## src/rtl/piso_frame_rx_pkg.sv

```systemverilog
// Shared types and line-level constants for the serial frame receiver.
package piso_rx_pkg;

   typedef enum logic [2:0] {
      IDLE      = 3'd0,
      START     = 3'd1,
      DATA      = 3'd2,
      STOP      = 3'd3,
      WAIT_IDLE = 3'd4
   } rx_state_e;

   localparam logic START_BIT = 1'b0;
   localparam logic STOP_BIT  = 1'b1;
   localparam logic IDLE_LVL  = 1'b1;

endpackage

```

## src/rtl/piso_frame_rx_bit_sync.sv

```systemverilog
// Two-flop synchronizer with configurable reset level; holds while enb is low.
module bit_sync #(
   parameter logic RST_VAL = 1'b1
) (
   input  logic clk,
   input  logic reset,
   input  logic enb,
   input  logic d,
   output logic q
);

   logic meta_r;
   logic sync_r;

   // Two-stage capture of the asynchronous line
   always_ff @(posedge clk) begin
      if (reset) begin
         meta_r <= RST_VAL;
         sync_r <= RST_VAL;
      end else if (enb) begin
         meta_r <= d;
         sync_r <= meta_r;
      end
   end

   assign q = sync_r;

endmodule

```

## src/rtl/piso_frame_rx.sv

```systemverilog
// Serial frame receiver: start/payload(MSB first)/stop, mid-bit sampling,
// payload output with one-cycle valid and framing-error strobes.
module piso_frame_rx
   import piso_rx_pkg::*;
#(
   parameter int DW           = 10,
   parameter int CLKS_PER_BIT = 16
) (
   input  logic          clk,
   input  logic          reset,
   input  logic          enb,
   input  logic          serial_in,
   output logic [DW-3:0] rx_data,
   output logic          rx_valid,
   output logic          frame_err,
   output logic          busy
);

   localparam int PW = DW - 2;
   localparam int CW = $clog2(CLKS_PER_BIT);
   localparam int BW = (PW > 1) ? $clog2(PW) : 1;

   localparam logic [CW-1:0] CNT_MID  = CW'(CLKS_PER_BIT / 2 - 1);
   localparam logic [CW-1:0] CNT_LAST = CW'(CLKS_PER_BIT - 1);
   localparam logic [BW-1:0] IDX_LAST = BW'(PW - 1);

   rx_state_e         state_r;
   logic [CW-1:0]     cnt_r;
   logic [BW-1:0]     bit_idx_r;
   logic [PW-1:0]     shreg_r;
   logic              rx_s;

   bit_sync #(
      .RST_VAL (IDLE_LVL)
   ) u_sync (
      .clk   (clk),
      .reset (reset),
      .enb   (enb),
      .d     (serial_in),
      .q     (rx_s)
   );

   assign busy = (state_r != IDLE);

   // Frame FSM: bit timing, payload assembly and registered strobes
   always_ff @(posedge clk) begin
      if (reset) begin
         state_r   <= IDLE;
         cnt_r     <= '0;
         bit_idx_r <= '0;
         shreg_r   <= '0;
         rx_data   <= '0;
         rx_valid  <= 1'b0;
         frame_err <= 1'b0;
      end else if (enb) begin
         rx_valid  <= 1'b0;
         frame_err <= 1'b0;
         case (state_r)
            IDLE: begin
               if (rx_s == START_BIT) begin
                  state_r <= START;
                  cnt_r   <= '0;
               end
            end
            START: begin
               // Re-check at mid start bit so short glitches are rejected
               if (cnt_r == CNT_MID) begin
                  cnt_r <= '0;
                  if (rx_s == START_BIT) begin
                     state_r   <= DATA;
                     bit_idx_r <= '0;
                  end else begin
                     state_r <= IDLE;
                  end
               end else begin
                  cnt_r <= cnt_r + CW'(1);
               end
            end
            DATA: begin
               if (cnt_r == CNT_LAST) begin
                  cnt_r   <= '0;
                  shreg_r <= {shreg_r[PW-2:0], rx_s};
                  if (bit_idx_r == IDX_LAST) begin
                     state_r <= STOP;
                  end else begin
                     bit_idx_r <= bit_idx_r + BW'(1);
                  end
               end else begin
                  cnt_r <= cnt_r + CW'(1);
               end
            end
            STOP: begin
               if (cnt_r == CNT_LAST) begin
                  cnt_r <= '0;
                  if (rx_s == STOP_BIT) begin
                     rx_data  <= shreg_r;
                     rx_valid <= 1'b1;
                     state_r  <= IDLE;
                  end else begin
                     frame_err <= 1'b1;
                     state_r   <= WAIT_IDLE;
                  end
               end else begin
                  cnt_r <= cnt_r + CW'(1);
               end
            end
            // A held-low (break) line must not decode as repeated frames
            WAIT_IDLE: begin
               if (rx_s == IDLE_LVL) begin
                  state_r <= IDLE;
               end
            end
            default: begin
               state_r <= IDLE;
               cnt_r   <= '0;
            end
         endcase
      end
   end

endmodule

```

## config.mk

```make
export PLATFORM = sky130hd
export DESIGN_NAME = piso_frame_rx
export DESIGN_NICKNAME = d
export VERILOG_FILES = /design/src/rtl/piso_frame_rx_pkg.sv /design/src/rtl/piso_frame_rx_bit_sync.sv /design/src/rtl/piso_frame_rx.sv
export SDC_FILE = /design/constraint.sdc
export NUM_CORES = 1
export LEC_CHECK = 0
export CAP_MARGIN = 5
export CORE_MARGIN = 3
export CORE_UTILIZATION = 45
export DETAILED_ROUTE_END_ITERATION = 10
export PLACE_DENSITY = 0.66
export SYNTH_ARGS = -nofsm -noshare
export SYNTH_HDL_FRONTEND = slang
export SYNTH_SLANG_ARGS = --single-unit
export TNS_END_PERCENT = 30
```

## constraint.sdc

```tcl
create_clock -name clk -period 4.4 [get_ports clk]
set_clock_uncertainty 0.15 [all_clocks]
set_input_delay 0.88 -clock clk [delete_from_list [all_inputs] [get_ports clk]]
set_output_delay 0.88 -clock clk [all_outputs]
set_load 0.1 [all_outputs]
```

* Word level (Yosys, flattened, before mapping) *
Cells that the tools add are included.

operators by class
  $add $sub $neg = 2
  eq/ne operators = 15
  muxes and demuxes = 24
  bitwise gates (word level) = 1
  reductions and logical operators = 9

operators by type and width
  kind                 count
  $mux 3               11
  $pmux 4 s4           1
  $pmux 3 s5           1
  $ne 2x2->1 const B   7
  $mux 4               3
  $reduce_and 7->1     1
  $eq 3x2->1 const B   2
  $eq 3x3->1 const B   2
  $mux 1               6
  $pmux 3 s2           1
  $reduce_and 3->1     2
  $reduce_and 6->1     1
  $add 4x1->4 const B  1
  $eq 4x3->1 const B   1
  $eq 4x4->1 const B   1
  $reduce_and 4->1     1
  $add 3x1->3 const B  1
  $eq 3x1->1 const B   1
  $logic_not 3->1      1
  $reduce_bool 3->1    1
  $mux 2               1
  $ne 2x1->1 const B   1
  $reduce_bool 2->1    1
  $reduce_or 2->1      1
  $not 1->1            1

storage, ports and cells
  register bits after elaboration = 30
  bits of input ports = 4
  output and inout port bits = 11
  logic and storage cells = 60

* Depth between registers and ports, before layout *
  depth after elaboration = 4
  mapped depth = 7
  mapped depth without buffers = 5

* Cells and area by module *
From an unflattened synthesis, not the netlist that was laid out.

second synthesis, totals
  cells, all modules = 139
  area total of the unflattened synthesis = 1321.3 um^2

modules (own cells, without submodules)
  module         times used  cells an instance  area an instance (um^2)  sequential area each (um^2)
  piso_frame_rx  1           133                1251.2                   560.5
  bit_sync       1           6                  70.1                     40.0

* Worst setup path before layout *
No wires, ideal clock.

  kind = register to output
  start = register state_r[0]
  end = output busy
  arrival = 1215 ps
  required time = 3370 ps
  setup slack = 2155 ps
  stages on the path, launching flop included = 3
  cells stage by stage = dfxtp_1 buf_2 or3_1

between the ends
  cells in the longest elaborated chain, start to end = 1

RTL lines
  item                    RTL line             RTL
  from (decl)             piso_frame_rx.sv:27  rx_state_e state_r;
  from (signal assigned)  piso_frame_rx.sv:48  state_r <= IDLE;
  from (signal assigned)  piso_frame_rx.sv:61  state_r <= START;
  from (signal assigned)  piso_frame_rx.sv:70  state_r <= DATA;
  $reduce_bool 3->1       piso_frame_rx.sv:43  assign busy = (state_r != IDLE);
  to (decl)               piso_frame_rx.sv:16  output logic busy

Every way passes these cells.

* Final worst setup path *
  start = register state_r[1]
  end = output busy

Same word-level chain as after synthesis.

==> flow_summary.json <==
{
  "status": "complete, no violations",
  "grt_use_met2": 0.257,
  "crit_type": "reg -> out",
  "cts_setup_buffers": 0,
  "power_leakage_nw": 0.721,
  "fp-row-count": 19,
  "layout_commonest_cell": "dfxtp_1",
  "top_usage_layer": "met2",
  "place_hpwl_um": 1740,
  "drc": 0,
  "worst-r2r-cell-count": 5,
  "grt_max_degree": 33,
  "cts_sinks": 30,
  "r2r-end": "rx_data[7]",
  "grt-ovfl-total": 0,
  "pin_count": 15,
  "tns_ns": 0,
  "die_y_um": 61.7,
  "place_congestion": 0.870,
  "maxCapViolations": 0,
  "cts_root_buf": "clkbuf_4",
  "via_per_inst": 5.54,
  "cts_hold_buf": 0,
  "fin_crit_sh": 0.737,
  "clk_latency_ns": 0.32,
  "grt_util_met3": 0.0558,
  "start_kind": "flop",
  "cts_buffer_depth": 2,
  "crit_fanout": 14,
  "drtAntennaViolNets": 0,
  "seq_area_um2": 601,
  "tritoncts": "built",
  "rsz0062_at_grt": "no",
  "clk_pin_slew_ns": 0.09,
  "grt_pass1_vias": 994,
  "crit_arrival_ns": 2.21,
  "antenna_found_initial": 0,
  "coreArea_um2": 2850,
  "setup_viol": 0,
  "min_to": "frame_err",
  "numCtsBuffers": 5,
  "yosys_warnings": 0,
  "syn_to_final_growth_pct": 13.1,
  "start_util": 0.490,
  "r2r_slack_ns": 2.45,
  "multiInputGateArea_um2": 726,
  "drt-wirelength-per-cell_um": 13.3,
  "antenna_cells": 0,
  "synthesis.area_um2": 1400,
  "tightest_slew_ns": 0.971,
  "final_cell_mix": "30 x dfxtp_1, 24 x nor2_1, 22 x mux2i_1",
  "drtIter0Drc": 45,
  "synth_cells": 143,
  "ys_types": 38,
  "hold_viol_final": 0,
  "avgSynthCellArea_um2": 9.77,
  "fmaxAchievable_mhz": 309,
  "max-vdd-ir-drop_mv": 0.235,
  "whs_path_depth": 2,
  "max_slew_margin": 0.351,
  "h-tree-depth": 2,
  "layout-drive-gt1-share": 0.0962,
  "fin_ws_ns": 1.16,
  "first_pass_iters": 4,
  "finalWirelength_um": 2490,
  "track_usage": 0.156,
  "worstPathRequired_ns": 3.37,
  "fillCellCount": 254,
  "whs_ns": 0.313,
  "dpl_cell_area_um2": 1520,
  "io_buffers": 14,
  "yosysSeqAreaShare": 0.430,
  "nets": 162,
  "cts_resized": 0,
  "grtUsageMet1": 0.176,
  "rr_startpoint": "cnt_r[0]",
  "drv_slew": 0,
  "place_worst_setup_slack_ns": 1.53,
  "die_area_um2": 3810,
  "min_period_ns": 3.24,
  "hold_path.startpoint": "frame_err",
  "die_w_um": 61.7,
  "utilization": 0.554,
  "synth_nets": 150,
  "grt_pass1_wl_um": 4240,
  "p_per_area_nw_per_um2": 306,
  "ys_ff_latch": 30,
  "worst_hold_path_type": "reg -> reg",
  "crit_path_end_kind": "primary output",
  "dr_total_vias": 1036,
  "fin_area_um2": 1580
}
[power breakdown]
group	internal [W]	total, W	switching (W)
Combinational	0.0000146	0.0000373	0.0000227
Sequential	0.000274	0.000279	0.00000517
Clock	0.0000773	0.000168	0.0000903
[synth_stat cells, drive strengths merged]
cell type	n	area (µm²)
a32oi	2	17.5
mux2i	22	220
nand3	4	32.5
o21ai	4	20.0
a2111oi	1	15.0
nand4	1	12.5
o22ai	1	6.26
nand2b	7	43.8
nor3	2	10.0
o31a	1	8.76
nor2	24	90.1
a21oi	5	25.0
dfxtp	30	601
inv	2	7.51
and3b	1	8.76
or4	1	7.51
and2	1	6.26
ha	3	37.5
and3	2	12.5
o211ai	2	20.0
a211oi	2	20.0
and2b	2	17.5
buf	7	52.5
nor2b	2	12.5
nand2	3	11.3
xnor2	1	8.76
a211o	2	17.5
o31ai	2	20.0
clkbuf	3	11.3
or3	1	6.26
nand4b	2	17.5
[kinds of logic (layout without fill, tap and decap cells)]
logic type	after synthesis	after routing	share of synthesized area
AND/OR/NAND/NOR	53	53	0.207
flip-flops	30	30	0.430
AO/OA/AOI/OAI	22	22	0.122
multiplexers	22	22	0.158
buffers and inverters	12	25	0.0510
adder cells (fa/ha/maj)	3	3	0.0269
XOR/XNOR	1	1	0.00627
[per-stage QoR]
step	instances	total power (W)
after floorplan	143	0.000314
after global placement	179	0.000322
after detailed placement	179	0.000323
after CTS	187	0.000490
after global routing	187	0.000509
final	187	0.000484
[final cells by class]
class | count | share of cell area
Multi-Input combinational cell | 101 | 0.459
Sequential cell | 30 | 0.380
Timing Repair Buffer | 15 | 0.0934
Clock buffer | 7 | 0.0348
Tap cell | 31 | 0.0245
Inverter | 2 | 0.00475
Clock inverter | 1 | 0.00317
[worst max-delay path: stages, from the launching register on]
cell	delay, ns
dfxtp_1	0.60
or3_1	0.17
clkdlybuf4s50_1	1.12
[metal layers]
layer,part of all wire,up-vias
met5,0,-
met2,0.49,18
li1,-,525
met3,0.037,5
met4,0.021,0
met1,0.45,488
[state kept, by name (all words and copies together), names as in the netlist]
signal and flops:
shreg_r 8, rx_data 8, cnt_r 4, u_sync.meta_r 1
bit_idx_r 3, frame_err 1, u_sync.q 1, state_r 3
rx_valid 1
[how the worst max path moves through the flow]
stage / to / cells after the start / slack, ns / from
3_5_place_dp: busy / 2 / 1.53 / state_r[1]
3_3_place_gp: busy / 2 / 1.56 / state_r[1]
6_report: busy / 2 / 1.16 / state_r[1]
5_1_grt: busy / 2 / 1.08 / state_r[1]
2_1_floorplan: busy / 2 / 2.15 / state_r[0]
4_1_cts: busy / 2 / 1.16 / state_r[1]
No activity file was read; power rests on OpenSTA's default activity.
